**src/rtl/clock_display_driver.sv**
```systemverilog
// HH:MM driver for a 4-digit common-anode multiplexed 7-segment display, with an alarm ringing FSM.
// Build macro COLON_BLINK_EN: when defined, the colon flashes at the blink rate outside RINGING.
module clock_display_driver #(
    parameter int SCAN_DIV      = 50000,
    parameter int BLINK_DIV     = 25000000,
    parameter int ALARM_TIMEOUT = 120
) (
    input  logic       clk,
    input  logic       rst,
    input  logic [6:0] minutes,
    input  logic [5:0] hours,
    input  logic       alarm_trigger,
    input  logic       alarm_ack,
    output logic [6:0] seg,
    output logic [3:0] an,
    output logic       dp,
    output logic       buzzer
);

    localparam int SCAN_W  = (SCAN_DIV > 1) ? $clog2(SCAN_DIV) : 1;
    localparam int BLINK_W = (BLINK_DIV > 1) ? $clog2(BLINK_DIV) : 1;
    localparam int TO_W    = $clog2(ALARM_TIMEOUT + 1);

    localparam logic [6:0] SEG_DASH  = 7'h3F;
    localparam logic [6:0] SEG_BLANK = 7'h7F;

    typedef enum logic [1:0] {
        IDLE    = 2'd0,
        RINGING = 2'd1,
        ACKED   = 2'd2
    } alarm_state_t;

    alarm_state_t state, next_state;

    logic [SCAN_W-1:0]  scan_cnt;
    logic [1:0]         digit_idx;
    logic [6:0]         min_lat;
    logic [5:0]         hr_lat;
    logic [BLINK_W-1:0] blink_cnt;
    logic               blink_phase;
    logic [TO_W-1:0]    to_cnt;
    logic               trig_d;

    logic scan_tc, blink_tc, trig_rise, enter_ring, timed_out;

    function automatic logic [6:0] seg_code(input logic [3:0] d);
        case (d)
            4'd0:    return 7'h40;
            4'd1:    return 7'h79;
            4'd2:    return 7'h24;
            4'd3:    return 7'h30;
            4'd4:    return 7'h19;
            4'd5:    return 7'h12;
            4'd6:    return 7'h02;
            4'd7:    return 7'h78;
            4'd8:    return 7'h00;
            4'd9:    return 7'h10;
            default: return SEG_BLANK;
        endcase
    endfunction

    assign scan_tc    = (scan_cnt == SCAN_W'(SCAN_DIV - 1));
    assign blink_tc   = (blink_cnt == BLINK_W'(BLINK_DIV - 1));
    assign trig_rise  = alarm_trigger & ~trig_d;
    assign timed_out  = (to_cnt == TO_W'(ALARM_TIMEOUT));
    assign enter_ring = (state == IDLE) && (next_state == RINGING);

    // NOTE: every variable written here gets a default first so no latch is inferred.
    always_comb begin
        next_state = state;
        case (state)
            IDLE:    if (trig_rise) next_state = RINGING;
            RINGING: if (alarm_ack || timed_out) next_state = ACKED;
            ACKED:   if (!alarm_trigger) next_state = IDLE;
            default: next_state = IDLE;
        endcase
    end

    // NOTE: sequential state uses non-blocking assignments so all registers update together.
    always_ff @(posedge clk) begin
        if (rst) begin
            state     <= IDLE;
            trig_d    <= 1'b1;   // a trigger still high after reset must not ring
            scan_cnt  <= '0;
            digit_idx <= 2'd0;
            min_lat   <= '0;
            hr_lat    <= '0;
        end else begin
            state  <= next_state;
            trig_d <= alarm_trigger;
            if (scan_tc) begin
                scan_cnt  <= '0;
                digit_idx <= digit_idx + 2'd1;
                if (digit_idx == 2'd3) begin
                    min_lat <= minutes;
                    hr_lat  <= hours;
                end
            end else begin
                scan_cnt <= scan_cnt + SCAN_W'(1);
            end
        end
    end

    always_ff @(posedge clk) begin
        if (rst || enter_ring) begin
            blink_cnt   <= '0;
            blink_phase <= 1'b1;
        end else if (blink_tc) begin
            blink_cnt   <= '0;
            blink_phase <= ~blink_phase;
        end else begin
            blink_cnt <= blink_cnt + BLINK_W'(1);
        end
    end

    always_ff @(posedge clk) begin
        if (rst || enter_ring)
            to_cnt <= '0;
        else if (state == RINGING && blink_tc && !timed_out)
            to_cnt <= to_cnt + TO_W'(1);
    end

    logic [3:0] min_units, min_tens, hr_units, hr_tens;
    logic       min_bad, hr_bad, dark, colon_on;
    logic [6:0] seg_d;
    logic [3:0] an_d;

    assign min_units = 4'(min_lat % 7'd10);
    assign min_tens  = 4'(min_lat / 7'd10);
    assign hr_units  = 4'(hr_lat % 6'd10);
    assign hr_tens   = 4'(hr_lat / 6'd10);
    assign min_bad   = (min_lat >= 7'd60);
    assign hr_bad    = (hr_lat >= 6'd24);
    assign dark      = (state == RINGING) && !blink_phase;

    always_comb begin
        seg_d = SEG_BLANK;
        case (digit_idx)
            2'd0: seg_d = min_bad ? SEG_DASH : seg_code(min_units);
            2'd1: seg_d = min_bad ? SEG_DASH : seg_code(min_tens);
            2'd2: seg_d = hr_bad  ? SEG_DASH : seg_code(hr_units);
            2'd3: seg_d = hr_bad  ? SEG_DASH : (hr_lat < 6'd10) ? SEG_BLANK : seg_code(hr_tens);
            default: seg_d = SEG_BLANK;
        endcase
    end

    assign an_d = dark ? 4'hF : ~(4'b0001 << digit_idx);

`ifdef COLON_BLINK_EN
    // Phase gating also covers the RINGING dark phase, so both states share one expression.
    assign colon_on = (digit_idx == 2'd2) && blink_phase;
`else
    assign colon_on = (digit_idx == 2'd2) && !dark;
`endif

    always_ff @(posedge clk) begin
        if (rst) begin
            seg    <= SEG_BLANK;
            an     <= 4'hF;
            dp     <= 1'b1;
            buzzer <= 1'b0;
        end else begin
            seg    <= seg_d;
            an     <= an_d;
            dp     <= ~colon_on;
            buzzer <= (state == RINGING) && blink_phase;
        end
    end

endmodule

```
**config.mk**
```make
export PLATFORM = sky130hd
export DESIGN_NAME = clock_display_driver
export DESIGN_NICKNAME = d
export VERILOG_FILES = /design/src/rtl/clock_display_driver.sv
export SDC_FILE = /design/constraint.sdc
export NUM_CORES = 1
export LEC_CHECK = 0
export BUFFER_PORTS_ARGS = -buffer_cell sky130_fd_sc_hd__clkbuf_2
export CORE_MARGIN = 2
export CORE_UTILIZATION = 45
export CTS_CLUSTER_DIAMETER = 60
export CTS_CLUSTER_SIZE = 10
export DETAILED_ROUTE_END_ITERATION = 10
export HOLD_SLACK_MARGIN = 0.05
export PLACE_DENSITY = 0.72
export SYNTH_ARGS = -nofsm -noshare
export SYNTH_HDL_FRONTEND = slang
export SYNTH_SLANG_ARGS = --single-unit
export TNS_END_PERCENT = 1
```
**constraint.sdc**
```tcl
create_clock -name clk -period 5.25 [get_ports clk]
set_clock_uncertainty 0.05 [all_clocks]
set_input_delay 0.525 -clock clk [delete_from_list [all_inputs] [get_ports clk]]
set_output_delay 0.525 -clock clk [all_outputs]
set_load 0.01 [all_outputs]
```
==> results of run 1 <==
per-stage QoR:
step / total power [mW] / cell area, um2 / hold slack (ns)
floorplan: 0.656 / 5060 / 0.363
global placement: 0.670 / 5220 / 0.373
detailed placement: 0.672 / 5220 / 0.382
CTS: 1.09 / 5410 / 0.300
global route: 1.12 / 5410 / 0.300
finish: 1.07 / 5410 / 0.320
routing by layer:
layer	part of all wire	GRT usage	vias to the layer above
li1	-	-	2198
met1	0.46	0.238	2059
met2	0.48	0.323	80
met3	0.034	0.0412	28
met4	0.030	0.0868	0
met5	0	0	-
Yosys cell counts (13+ instances only):
cell,count
a21oi_1,23
clkbuf_1,14
dfxtp_1,80
ha_1,31
inv_1,34
mux2i_1,18
nand2_1,45
nand3_1,28
nor2_1,94
nor3_1,13
o21ai_0,24
xnor2_1,19
xor2_1,23
final cells by class:
type                    instances  share of cell area
repair buffers                 29              0.0269
inverters                      36              0.0255
clock buffers                  11              0.0262
well taps                     140              0.0324
flip-flops and latches         80               0.296
multi-input cells             474               0.585
clock inverters                 5             0.00764
kinds of logic (layout without fill, tap and decap cells):
logic type	count (synthesis)	count (layout)
DFF	80	80
and+or+nand+nor	249	249
AOI/OAI and AO/OA	131	131
xor gates and xnor gates	42	42
adders and majority gates	31	31
muxes	21	21
buffers and inverters	64	81
registers in the layout (all words and copies together) (netlist names):
register     count
blink_cnt       25
scan_cnt        16
min_lat          7
seg              7
to_cnt           7
hr_lat           6
an               4
digit_idx        2
state            2
blink_phase      1
buzzer           1
dp               1
trig_d           1
worst max-delay path: stages, from the launching register on:
cell	delay, ns
dfxtp_1	0.67
inv_1	0.14
ha_1	0.32
or2_4	0.28
o31ai_2	0.22
o22ai_1	0.15
a21oi_1	0.32
o21ai_0	0.16
nand2_1	0.19
ha_1	0.44
inv_1	0.16
o211a_1	0.15
a31oi_1	0.13
o311a_1	0.22
nor2_1	0.05
a21o_2	0.22
ha_1	0.18
inv_1	0.07
a21oi_1	0.06
a211o_1	0.29
power by group through the flow:
stage / logic [mW] / clock network (mW) / registers (mW)
6_report: 0.0382 / 0.418 / 0.619
5_1_grt: 0.0435 / 0.459 / 0.620
4_1_cts: 0.0390 / 0.435 / 0.619
3_5_place_dp: 0.0387 / 0 / 0.633
3_3_place_gp: 0.0372 / 0 / 0.633
2_1_floorplan: 0.0223 / 0 / 0.634
how the worst max path moves through the flow:
stage	from	end	slack (ns)
after floorplan	min_lat[5]	seg[6]	1.17
after global placement	min_lat[4]	seg[6]	0.96
after detailed placement	min_lat[5]	seg[6]	0.72
after CTS	min_lat[5]	seg[6]	0.69
after global routing	min_lat[5]	seg[6]	0.29
final	min_lat[5]	seg[6]	0.66
==> impl_metrics.toml, run 1 <==
[grt]
grt_antenna_before_repair = 0
grt_pass1_wl_um = 18600
overflow = 0
grt_max_degree = 29
grt_usage = 0.193
grt_pass1_vias = 4165

[synth]
async_flop_share = 0
synth_nets = 666
synth_area_um2 = 5060
synth_area_leaders = "dfxtp_1, ha_1, nor2_1, xor2_1, mux2i_1"
yosys_register_bits = 80
yosysTopAreaCell = "dfxtp_1"
muxShareOfSynthArea = 0.0423
synth.distinct_cells = 84
synth_ff_type = "dfxtp_1"
synth_warnings = 0
synth-simple-area-share = 0.240
synth_top_area_frac = 0.317
synth-edff-count = 0
synth.avg_cell_area_um2 = 8.18
seq_area_frac_synth = 0.317
synth-compound-area-share = 0.194
synth_fa_ha_area_frac = 0.0767
synth_top_family_by_area = "simple AND/OR/NAND/NOR gates"
synth_xor_xnor_area_share = 0.0727
synthCells = 618

[power_and_ir_drop]
netSwitchingFraction = 0.240
power_density_nw_per_um2 = 199
p_leak_nw = 2.16
seqPwrFrac = 0.576
clock_power_share = 0.389
combinationalPowerShare = 0.036
power.net_switching_mw = 0.258
ir_drop_v = 0.000148
p_int_mw = 0.817

[cells_and_area]
layout_common_cells = "nor2_1, dfxtp_1, nand2_1"
post-route-util = 0.496
drive_gt1_frac = 0.107
seqCellArea_um2 = 1600
instances_no_fill = 775
multi_input_area_um2 = 3160
areaGrowthSynthToFinish_pct = 6.88
nFillCells = 1054
final_common_cell = "nor2_1"
diodes = 0
nNetsFinal = 678

[detailed_routing]
wl_um = 11000
wl_per_cell_um = 14.1
vias = 4365
drt_iter0_drc = 258
drc = 0
vias_per_cell = 5.63
dr.pass1.iters = 5
drtAntennaViolNets = 0

[die]
start_util = 0.464
die_area_um2 = 12100
fp.dieH_um = 110
die_x_um = 110
fp-row-count = 38
coreArea_um2 = 10900
ioPinCount = 30

[clock_network]
cts_sinks = 80
cts_root_buf = "clkbuf_8"
cts-buffers-inserted = 9
cts_setup_buffers = 0
clockBufferDepth = 2
path_clk_slew_ns = 0.08
cts_resized = 0
cts_max_level = 3
holdBufCountCts = 0
cts_tree = "yes"
clk_latency_ns = 0.37

[hold_path]
hold_depth = 2
holdCritPathClass = "input pin to register"
hold_start = "alarm_trigger"
hold_end = "trig_d"

[place]
dp_cells = 759
finalWeightedCongestion = 0.878
dp_hpwl_um = 8110
dpl_worst_slack_ns = 0.722
port_buffers = 29

[timing]
min_period_ns = 4.59
hold_viol = 0
slew_violations = 0
setup_ws_ns = 0.661
rsz0062_at_grt = "no"
finalSetupViolCount = 0
tightestPinTransition_ns = 0.923
slew_headroom = 0.385
final.period_utilization = 0.874
fmax_ghz = 0.218
setup-tns-final_ns = 0

[status]
status = "finished clean"

[setup_path]
cp-end-kind = "register"
r2r-start = "min_lat[5]"
r2r_slack_ns = 0.66
crit_arrival_ns = 4.79
crit_path_max_fanout = 16
r2r_end = "seg[6]"
rr_worst_depth = 19
cp.required_ns = 5.45
path_class = "register to register"
cp-start-kind = "register"

[job]
maxCapViolCount = 0
No activity file was read; power rests on OpenSTA's default activity.
==> run 2, diff against run 1 <==
Settings changed: PLACE_DENSITY 0.72 to 0.66.
==> impl_metrics.toml, run 2 (synthesis results as in run 1) <==
[clock_network]
cts_max_level = 3
cts_root_buf = "clkbuf_8"
holdBufCountCts = 0
cts-buffers-inserted = 9
path_clk_slew_ns = 0.09
clk_latency_ns = 0.36
cts_setup_buffers = 0
cts_sinks = 80
clockBufferDepth = 2
cts_tree = "yes"
cts_resized = 0

[place]
finalWeightedCongestion = 0.851
port_buffers = 29
dp_hpwl_um = 8010
dpl_worst_slack_ns = 0.731

[setup_path]
cp.depth = 19
startpoint = "min_lat[5]"
cp-start-kind = "register"
r2r-start = "min_lat[5]"
cp.required_ns = 5.46
crit_slowest_cell = "dfxtp_1"
r2r_slack_ns = 0.67
path_cells = "inv_1, ha_1, or2_4, o31ai_2, o22ai_1, a21oi_1, o21ai_0, nand2_1, ha_1, inv_1, o211a_1, a31oi_1, o311a_1, nor2_1, a21o_2, ha_1, inv_1, a21oi_1, a211o_1"
crit_path_max_fanout = 16
path_class = "register to register"
crit_end = "seg[6]"
path_delay_family = "compound AO/OA/AOI/OAI gates"
cp_num_buf_inv = 3
slowest_delay_ns = 0.67
cp-end-kind = "register"
rr_worst_depth = 19
r2r_end = "seg[6]"
crit_arrival_ns = 4.79

[power_and_ir_drop]
combinationalPowerShare = 0.034
p_leak_nw = 2.17
clock_power_share = 0.410
netSwitchingFraction = 0.235
ir_drop_v = 0.000230
power.net_switching_mw = 0.262
p_int_mw = 0.850
seqPwrFrac = 0.556
power_density_nw_per_um2 = 205
finalPower_mw = 1.11

[cells_and_area]
nFillCells = 1060
top_regs = "blink_cnt (25), scan_cnt (16)"
largest_reg_flops = 25
multi_input_area_um2 = 3160
final_common_cell = "nor2_1"
seqCellArea_um2 = 1600
drive_gt1_frac = 0.107
regMostFlops = "blink_cnt"
diodes = 0
post-route-util = 0.497
nNetsFinal = 678
layout_common_cells = "nor2_1, dfxtp_1, nand2_1"
areaGrowthSynthToFinish_pct = 7.08

[detailed_routing]
drtAntennaViolNets = 0
vias_per_cell = 5.62
drc = 0
wl_per_cell_um = 14.2
drt_iter0_drc = 234
vias = 4353
wl_um = 11000
dr.pass1.iters = 5

[timing]
min_period_ns = 4.58
setup_ws_ns = 0.667
final.period_utilization = 0.873
fmax_ghz = 0.218
slew_violations = 0
rsz0062_at_grt = "no"
finalSetupViolCount = 0
hold_viol = 0
tightestPinTransition_ns = 0.918
slew_headroom = 0.388
setup-tns-final_ns = 0

[grt]
overflow = 0
grt_usage = 0.191
busiest_layer = "met2"
grt_use_met1 = 0.239
grtUsageMet3 = 0.0629
grt_max_degree = 29
grt_use_met2 = 0.321
grt_pass1_vias = 4043
grt_pass1_wl_um = 18500
grt_antenna_before_repair = 0

[die]
die_x_um = 110
start_util = 0.464
fp-row-count = 38
ioPinCount = 30
coreArea_um2 = 10900
fp.dieH_um = 110
die_area_um2 = 12100

[status]
status = "finished clean"

[job]
maxCapViolCount = 0

[hold_path]
holdCritPathClass = "input pin to register"
## run 2: cell count changes in the layout (fill, tap and decap cells not counted)
cell	before	now
bufinv_16	0	1
clkbuf_8	10	9
clkinv_4	2	0
clkinvlp_4	2	1
clkinv_2	0	2
inv_6	1	2
## run 2: per-stage QoR
stage	cells	instance area (um2)	hold slack [ns]
finish	775	5420	0.323
global route	775	5420	0.292
CTS	775	5420	0.310
detailed placement	759	5220	0.378
global placement	759	5220	0.374
floorplan	618	5060	0.363
## run 2: how the worst min path moves through the flow
stage | depth (start not counted) | from | endpoint | slack (ns)
after floorplan | 1 | scan_cnt[0] | scan_cnt[0] | 0.36
after global placement | 1 | scan_cnt[0] | scan_cnt[0] | 0.37
after detailed placement | 1 | scan_cnt[0] | scan_cnt[0] | 0.38
after CTS | 2 | alarm_trigger | trig_d | 0.31
after global routing | 2 | alarm_trigger | trig_d | 0.29
final | 2 | alarm_trigger | trig_d | 0.32
## run 2: power by group through the flow
stage	registers, mW	logic, mW	clock network [mW]
global placement	0.633	0.0372	0
floorplan	0.634	0.0223	0
global route	0.620	0.0431	0.499
detailed placement	0.633	0.0382	0
finish	0.618	0.0377	0.456
CTS	0.619	0.0385	0.471
## run 2: final cells by class
| cell class | count | share of cell area |
|---|---|---|
| Clock inverter | 6 | 0.0120 |
| Timing Repair Buffer | 29 | 0.0268 |
| Multi-Input combinational cell | 474 | 0.584 |
| Inverter | 36 | 0.0254 |
| Sequential cell | 80 | 0.296 |
| Clock buffer | 10 | 0.0236 |
| Tap cell | 140 | 0.0323 |
## run 2: metal layers
| layer | vias up | wire length (um) |
|---|---|---|
| li1 | 2196 | - |
| met1 | 2043 | 4960 |
| met2 | 99 | 5210 |
| met3 | 15 | 663 |
| met4 | 0 | 153 |
| met5 | - | 0 |
## run 2: worst reg2reg max path, stage by stage, from the launching register on
cell and delay, ns:
dfxtp_1 0.67, inv_1 0.14, ha_1 0.33, or2_4 0.29, o31ai_2 0.21, o22ai_1 0.15
a21oi_1 0.30, o21ai_0 0.17, nand2_1 0.19, ha_1 0.47, inv_1 0.17, o211a_1 0.14
a31oi_1 0.13, o311a_1 0.21, nor2_1 0.05, a21o_2 0.23, ha_1 0.18, inv_1 0.07
a21oi_1 0.06, a211o_1 0.29
